**src/rtl/mem_port_ctrl_pkg.sv**
```systemverilog
// Types shared by the decode, memory-stage and dmem-port logic.
package pipes;

    typedef enum logic [1:0] {
        MSIZE_B = 2'd0,
        MSIZE_H = 2'd1,
        MSIZE_W = 2'd2
    } msize_t;

    // The unused encoding 2'd3 is treated as a word so it can never slip through unaligned.
    function automatic logic is_misaligned(input msize_t size, input logic [1:0] offset);
        case (size)
            MSIZE_B: return 1'b0;
            MSIZE_H: return offset[0];
            default: return offset != 2'b00;
        endcase
    endfunction

endpackage

```
**src/rtl/mem_port_ctrl_be_lane.sv**
```systemverilog
// Big-endian lane logic: extracts/extends a load from a word and merges store data into a word.
module be_lane
    import pipes::*;
(
    input  logic [31:0] rbuf,
    input  logic [1:0]  offset,
    input  msize_t      size,
    input  logic        sign_ext,
    input  logic [31:0] wdata,
    output logic [31:0] load_val,
    output logic [31:0] merged_word
);

    logic [4:0]  byte_base;
    logic [7:0]  byte_val;
    logic [15:0] half_val;

    // Byte at offset o lives at bit 8*(3-o); 3-o is simply ~o for two bits.
    assign byte_base = {~offset, 3'b000};
    assign byte_val  = rbuf[byte_base +: 8];
    assign half_val  = offset[1] ? rbuf[15:0] : rbuf[31:16];

    always_comb begin
        load_val = rbuf;
        case (size)
            MSIZE_B: load_val = {{24{sign_ext & byte_val[7]}}, byte_val};
            MSIZE_H: load_val = {{16{sign_ext & half_val[15]}}, half_val};
            default: load_val = rbuf;
        endcase
    end

    genvar gi;
    generate
        for (gi = 0; gi < 4; gi++) begin : g_lane
            localparam logic [1:0] LANE = 2'(gi);
            logic hit_b;
            logic hit_h;
            logic hit_w;
            assign hit_b = (size == MSIZE_B) && (offset == LANE);
            assign hit_h = (size == MSIZE_H) && (offset[1] == LANE[1]);
            assign hit_w = (size != MSIZE_B) && (size != MSIZE_H);
            assign merged_word[31-8*gi -: 8] =
                hit_w ? wdata[31-8*gi -: 8] :
                hit_b ? wdata[7:0] :
                hit_h ? (LANE[0] ? wdata[7:0] : wdata[15:8]) :
                        rbuf[31-8*gi -: 8];
        end
    endgenerate

endmodule

```
**src/rtl/mem_port_ctrl.sv**
```systemverilog
// Memory-stage initiator for the word-wide dmem port: sized loads/stores with
// read-modify-write for sub-word stores and a valid/ready response.
module mem_port_ctrl
    import pipes::*;
#(
    parameter bit ALIGN_CHECK = 1'b1
) (
    input  logic        clk,
    input  logic        reset,
    input  logic        req_valid,
    output logic        req_ready,
    input  logic        req_write,
    input  msize_t      req_size,
    input  logic        req_signed,
    input  logic [31:0] req_addr,
    input  logic [31:0] req_wdata,
    output logic        resp_valid,
    input  logic        resp_ready,
    output logic [31:0] resp_data,
    output logic        resp_err,
    output logic        mem_we,
    output logic [31:0] mem_addr,
    output logic [31:0] mem_wdata,
    input  logic [31:0] mem_rdata
);

    typedef enum logic [1:0] {ST_IDLE, ST_RD, ST_WR, ST_RESP} state_t;

    state_t      state_reg, state_next;
    logic        write_reg, signed_reg, err_reg;
    msize_t      size_reg;
    logic [31:0] addr_reg, wdata_reg, rbuf_reg;

    logic        fire;
    logic        req_err;
    logic [31:0] req_addr_eff;
    logic [31:0] load_val, merged_word;

    assign fire    = req_valid && req_ready;
    assign req_err = ALIGN_CHECK && is_misaligned(req_size, req_addr[1:0]);

    // Without alignment checking the offending low bits are simply dropped.
    always_comb begin
        req_addr_eff = req_addr;
        if (!ALIGN_CHECK) begin
            case (req_size)
                MSIZE_B: req_addr_eff = req_addr;
                MSIZE_H: req_addr_eff[0] = 1'b0;
                default: req_addr_eff[1:0] = 2'b00;
            endcase
        end
    end

    always_ff @(posedge clk) begin
        if (reset) state_reg <= ST_IDLE;
        else       state_reg <= state_next;
    end

    always_comb begin
        state_next = state_reg;
        case (state_reg)
            ST_IDLE: begin
                if (fire) begin
                    if (req_err)                                 state_next = ST_RESP;
                    else if (!req_write)                         state_next = ST_RD;
                    else if (req_size == MSIZE_B || req_size == MSIZE_H) state_next = ST_RD;
                    else                                         state_next = ST_WR;
                end
            end
            ST_RD:   state_next = write_reg ? ST_WR : ST_RESP;
            ST_WR:   state_next = ST_RESP;
            ST_RESP: if (resp_ready) state_next = ST_IDLE;
            default: state_next = ST_IDLE;
        endcase
    end

    always_ff @(posedge clk) begin
        if (reset) begin
            write_reg  <= 1'b0;
            signed_reg <= 1'b0;
            err_reg    <= 1'b0;
            size_reg   <= MSIZE_B;
            addr_reg   <= '0;
            wdata_reg  <= '0;
            rbuf_reg   <= '0;
        end else begin
            if (fire) begin
                write_reg  <= req_write;
                signed_reg <= req_signed;
                err_reg    <= req_err;
                size_reg   <= req_size;
                addr_reg   <= req_addr_eff;
                wdata_reg  <= req_wdata;
            end
            if (state_reg == ST_RD) rbuf_reg <= mem_rdata;
        end
    end

    be_lane u_be_lane (
        .rbuf        (rbuf_reg),
        .offset      (addr_reg[1:0]),
        .size        (size_reg),
        .sign_ext    (signed_reg),
        .wdata       (wdata_reg),
        .load_val    (load_val),
        .merged_word (merged_word)
    );

    always_comb begin
        req_ready  = 1'b0;
        resp_valid = 1'b0;
        resp_data  = '0;
        resp_err   = 1'b0;
        mem_we     = 1'b0;
        mem_addr   = '0;
        mem_wdata  = '0;
        case (state_reg)
            ST_IDLE: req_ready = !reset;
            ST_RD:   mem_addr  = {addr_reg[31:2], 2'b00};
            ST_WR: begin
                // Gating with reset lets a reset in the write cycle cancel the store.
                mem_we    = !reset;
                mem_addr  = {addr_reg[31:2], 2'b00};
                mem_wdata = merged_word;
            end
            ST_RESP: begin
                resp_valid = 1'b1;
                resp_err   = err_reg;
                resp_data  = (err_reg || write_reg) ? 32'h0 : load_val;
            end
            default: ;
        endcase
    end

endmodule
```
**config.mk**
```make
export PLATFORM = sky130hd
export DESIGN_NAME = mem_port_ctrl
export DESIGN_NICKNAME = d
export VERILOG_FILES = /design/src/rtl/mem_port_ctrl_pkg.sv /design/src/rtl/mem_port_ctrl_be_lane.sv /design/src/rtl/mem_port_ctrl.sv
export SDC_FILE = /design/constraint.sdc
export NUM_CORES = 1
export LEC_CHECK = 0
export CORE_MARGIN = 2
export CORE_UTILIZATION = 35
export DETAILED_ROUTE_END_ITERATION = 6
export PLACE_DENSITY_LB_ADDON = 0.15
export REMOVE_ABC_BUFFERS = 1
export SLEW_MARGIN = 20
export SYNTH_ARGS = -nofsm -noshare
export SYNTH_HDL_FRONTEND = slang
export SYNTH_SLANG_ARGS = --single-unit
```
**constraint.sdc**
```tcl
create_clock -name clk -period 4.8 [get_ports clk]
set_input_delay 0.48 -clock clk [delete_from_list [all_inputs] [get_ports clk]]
set_output_delay 0.48 -clock clk [all_outputs]
set_load 0.01 [all_outputs]
```
### Yosys cells after proc, flatten, opt, wreduce, memory -nomap -nowiden

Index checks and enable logic that the tools add are counted.

* $add $sub $neg: 0
* multiply operators: 0
* div/mod/pow operators: 0
* order comparisons: 0
* equality and inequality tests: 11
* shifts and indexed selects: 1
* multiplexer cells: 30
* bitwise gates (word level): 4
* reduce and logical (&&, ||, !) cells: 19

Operators with widths (number)
* $mux 32: 4
* $mux 8: 12
* $pmux 32 s2: 1
* $shiftx 32x6->8: 1
* $mux 16: 1
* $mux 2: 5
* $eq 2x1->1 const B: 4
* $eq 2x2->1 const B: 4
* $logic_and 1x1->1: 8
* $logic_not 2->1: 4
* $pmux 2 s4: 1
* $mux 1: 5
* $ne 2x2->1 const B: 2
* $reduce_bool 2->1: 2
* $and 1x1->1: 2
* $logic_or 1x1->1: 2
* $ne 2x1->1 const B: 1
* $not 2->2: 1
* $pmux 1 s2: 1
* $reduce_and 2->1: 1
* $reduce_or 2->1: 1
* $logic_not 1->1: 1
* $not 1->1: 1

* flip-flop bits (word level): 103
* bits in latches: 0
* bits in writable memories: 0
* memory bits (read-only): 0
* bits of input ports: 104
* output and inout port bits: 100
* memories kept: 0

### Depth between registers and ports, before layout

* depth after elaboration: 7
* depth in mapped cells: 9
* gate-level depth less buffers: 6

### Cells and area by module

Synthesis repeated with hierarchy kept, for this count alone.

* cells, all modules: 799
* area total of the unflattened synthesis: 6174.7 um^2

Modules (own cells, without submodules)
* mem_port_ctrl: instances 1, cells each 538, area an instance 4579.4 um^2, sequential area each 2062.0 um^2
* be_lane: instances 1, cells each 261, area an instance 1595.3 um^2, sequential area each 0.0 um^2

### Least setup slack after synthesis

No wires, ideal clock.

* path type: register to output
* start: register state_reg[1]
* end: output port resp_data[24]
* arrival time: 1465 ps
* setup slack: 2855 ps
* stages on the path, launching flop included: 8
* path buffers: 2
* cells stage by stage: dfxtp_1 -> ha_1 -> nor3b_4 -> and2_1 -> buf_4 -> buf_6 -> nand2_1 -> nand2_1

* longest elaborated chain between the ends: 2

RTL lines
* start, declared: RTL line mem_port_ctrl.sv:29 `state_t state_reg, state_next;`
* start signal, assigned: RTL line mem_port_ctrl.sv:56 `else state_reg <= state_next;`
* $eq 2x2->1: RTL line mem_port_ctrl.sv:117 `case (state_reg)`
* $mux 32: RTL line mem_port_ctrl.sv:117
* end, declared: RTL line mem_port_ctrl.sv:19 `output logic [31:0] resp_data,`

No other way between the ends.

### Final worst setup path

* start: register size_reg[1]
* end: output port mem_wdata[29]

* longest elaborated chain between the ends: 6
* elaborated cells on any way between the ends: 11
* those cells by class: 2 x eq/ne; 4 x mux; 5 x reduce/logical

RTL lines
* start, declared: RTL line mem_port_ctrl.sv:31 `msize_t size_reg;`
* start signal, assigned: RTL line mem_port_ctrl.sv:91 `size_reg <= req_size;`
* $eq 2x1->1: RTL line mem_port_ctrl_be_lane.sv:40 `assign hit_h = (size == MSIZE_H) && (offset[1] == LANE[1]);`
* $logic_and 1x1->1: RTL line mem_port_ctrl_be_lane.sv:40
* $mux 8: RTL line mem_port_ctrl_be_lane.sv:45 `hit_h ? (LANE[0] ? wdata[7:0] : wdata[15:8]) :`
* $mux 8: RTL line mem_port_ctrl_be_lane.sv:44 `hit_b ? wdata[7:0] :`
* $mux 8 (*): RTL line mem_port_ctrl_be_lane.sv:43 `hit_w ? wdata[31-8*gi -: 8] :`
* $mux 32 (*): RTL line mem_port_ctrl.sv:117
* end, declared: RTL line mem_port_ctrl.sv:23 `output logic [31:0] mem_wdata,`

Every way passes the cells marked *; elsewhere a longest branch is shown, timed or not.

==> flow_metrics.tcl <==
set metrics [dict create \
    diodes 0 \
    hold_depth 2 \
    antenna_found_initial 0 \
    critPathMaxStageDelay_ps 810 \
    start_kind "register" \
    fillers 1466 \
    synth_area_per_cell_um2 7.77 \
    synth_area_um2 5440 \
    p_leak_nw 2.80 \
    setup_viol_count_final 0 \
    fin_nets 969 \
    maxCapViolCount 0 \
    required_ps 4320 \
    cts_buffers 9 \
    grt_pass1_vias 5334 \
    fin_cells 1053 \
    yosys.cell_count.top_type "nand2_1" \
    reg2reg_depth 6 \
    drive_gt1_frac 0.0462 \
    slew_headroom 0.279 \
    fp.dieW_um 129 \
    grt_max_degree 137 \
    hp-class "reg2reg" \
    yosysUniqueCellTypes 47 \
    yosys.area_share.simple 0.247 \
    fmax_mhz 283 \
    finalHoldViolCount 0 \
    synth_top_family_by_area "simple AND/OR/NAND/NOR gates" \
    ctsHtreeMaxLevel 3 \
    cts_resized 0 \
    dr.pass1.iters 5 \
    ys_warn_count 0 \
    ys_seq_area_frac 0.379 \
    routed_via_density 5.33 \
    worstPathCellList "inv_2, o21ai_2, o221ai_1, a21oi_1, clkdlybuf4s50_1" \
    grt_pass1_wl_um 28900 \
    synth_compound_area_frac 0.198 \
    grt_remaining_overflow 0 \
    synthTopCellsByArea "dfxtp_1, nand2_1, mux2i_1" \
    synth-xor-area-share 0 \
    io_buffers 201 \
    vias 5613 \
    synth_top_area_frac 0.379 \
    fin_crit_sh 0.735 \
    regArea_um2 2060 \
    worstSkewPairLatency_ps 360 \
    status "complete, no violations" \
    power.density_nw_per_um2 407 \
    clockBufferDepth 2 \
    wl_per_cell_um 17.8 \
    die_h_um 129 \
    cts_tree "yes" \
    dp.cells 1036 \
    drtAntennaViolNets 0 \
    synthAdderAreaFrac 0.0115 \
    synth_cells 700 \
    drc 0 \
    rsz0062_at_grt "false" \
    path_class "reg2out" \
    clock_skew_ps 5.58 \
    critPathMaxFanout 42 \
    die_area_um2 16600 \
    clock_sinks 103 \
    critPathSlowestCell "dfxtp_1" \
    cts_hold_buf 0 \
    start_util 0.358 \
    rows 45 \
    gp_congestion 0.897 \
    core-area_um2 15200 \
    yosys.area.top_type "dfxtp_1" \
    areaGrowthSynthToFinish_pct 41.5 \
    synth_flop_cell "dfxtp_1" \
    cts-root-buf "clkbuf_16" \
    fin_crit_ps 3530 \
    async_reset_ff_frac 0 \
    worstMarginPinSlew_ps 1080 \
    routed_wl_um 18700 \
    critPathArrivalTime_ps 3050 \
    grtUsageTotal 0.224 \
    drv_slew 0 \
    synthMuxAreaShare 0.0948 \
    ys_ff_latch 103 \
    multi_input_area_um2 3010 \
    vdd_ir_drop_max_mv 0.221 \
    io_pins 204 \
    setup_tns_ps 0 \
    synth_common_cells "nand2_1, dfxtp_1, o21ai_0" \
    dpl.hpwl_um 13400 \
    initialDrtViolationCount 426 \
    cp-end-kind "primary output" \
    synth_edf_count 0 \
    post_cts_buffers 0 \
    cts.clk_slew.worst_paths_ps 80 \
]
## metal layers
layer | wire length (µm) | global-route usage | up-vias
met4 | 485 | 0.0838 | 0
li1 | - | - | 2711
met2 | 8430 | 0.350 | 284
met3 | 1880 | 0.0678 | 32
met5 | 0 | 0 | -
met1 | 7930 | 0.291 | 2586
## power breakdown
part	switching, mW	internal (mW)	total, mW
registers	0.213	1.03	1.25
clock network	0.365	0.380	0.745
logic	0.611	0.529	1.14
## placed cells by master (no fill, tap or decap), drive strengths merged
cell type	count
a211o	1
a21oi	36
a221o	7
a221oi	1
a31o	1
a31oi	8
a32oi	7
and2	34
and2b	1
buf	3
clkbuf	10
clkdlybuf4s50	201
clkinv	3
clkinvlp	1
conb	2
dfxtp	103
ha	5
inv	10
mux2	1
mux2i	50
nand2	187
nand2b	1
nand3	9
nand4	2
nor2	42
nor2b	12
nor3b	1
nor4	1
o2111ai	1
o21a	1
o21ai	89
o221ai	10
o22ai	11
o31ai	6
or2	1
or3	6
## cell type report
cell class              count  area share
multi-input cells         534       0.392
flip-flops and latches    103       0.268
repair buffers            204       0.267
clock buffers              10      0.0310
well taps                 188      0.0306
clock inverters             6     0.00796
inverters                   8     0.00406
## cell families (layout without fill, tap and decap cells)
| logic type | after synthesis | after routing |
|---|---|---|
| other | 1 | 2 |
| AOI/OAI and AO/OA | 179 | 179 |
| muxes | 51 | 51 |
| and+or+nand+nor | 297 | 297 |
| adders and majority gates | 5 | 5 |
| buffers and inverters | 64 | 228 |
| DFF | 103 | 103 |
## stage by stage
step	cell area [µm²]	utilization	hold WS (ps)	worst slack, ps	power, mW
finish	7700	0.506	460	1270	3.13
global route	7700	0.506	466	1170	3.32
CTS	7670	0.504	461	1330	3.14
detailed placement	7370	0.485	452	1720	2.39
global placement	7370	0.485	440	1830	2.36
floorplan	5100	-	431	1500	1.87
## worst max-delay path: cells and delay by family, from the launching register on
family	cells	cell delay, ps
AOI/OAI and AO/OA	3	780
buffers and inverters	2	1100
DFF	1	810
## path summary, 6_finish.rpt
check / start / to / slack [ps]
max: size_reg[1]$_SDFFE_PP0P_ / mem_wdata[29] / 1270
max reg2reg: state_reg[0]$_SDFFE_PP0P_ / wdata_reg[4]$_SDFFE_PP0P_ / 2850
min: addr_reg[31]$_SDFFE_PP0P_ / addr_reg[31]$_SDFFE_PP0P_ / 460
min reg2reg: addr_reg[31]$_SDFFE_PP0P_ / addr_reg[31]$_SDFFE_PP0P_ / 460
No activity file was read; power rests on OpenSTA's default activity.
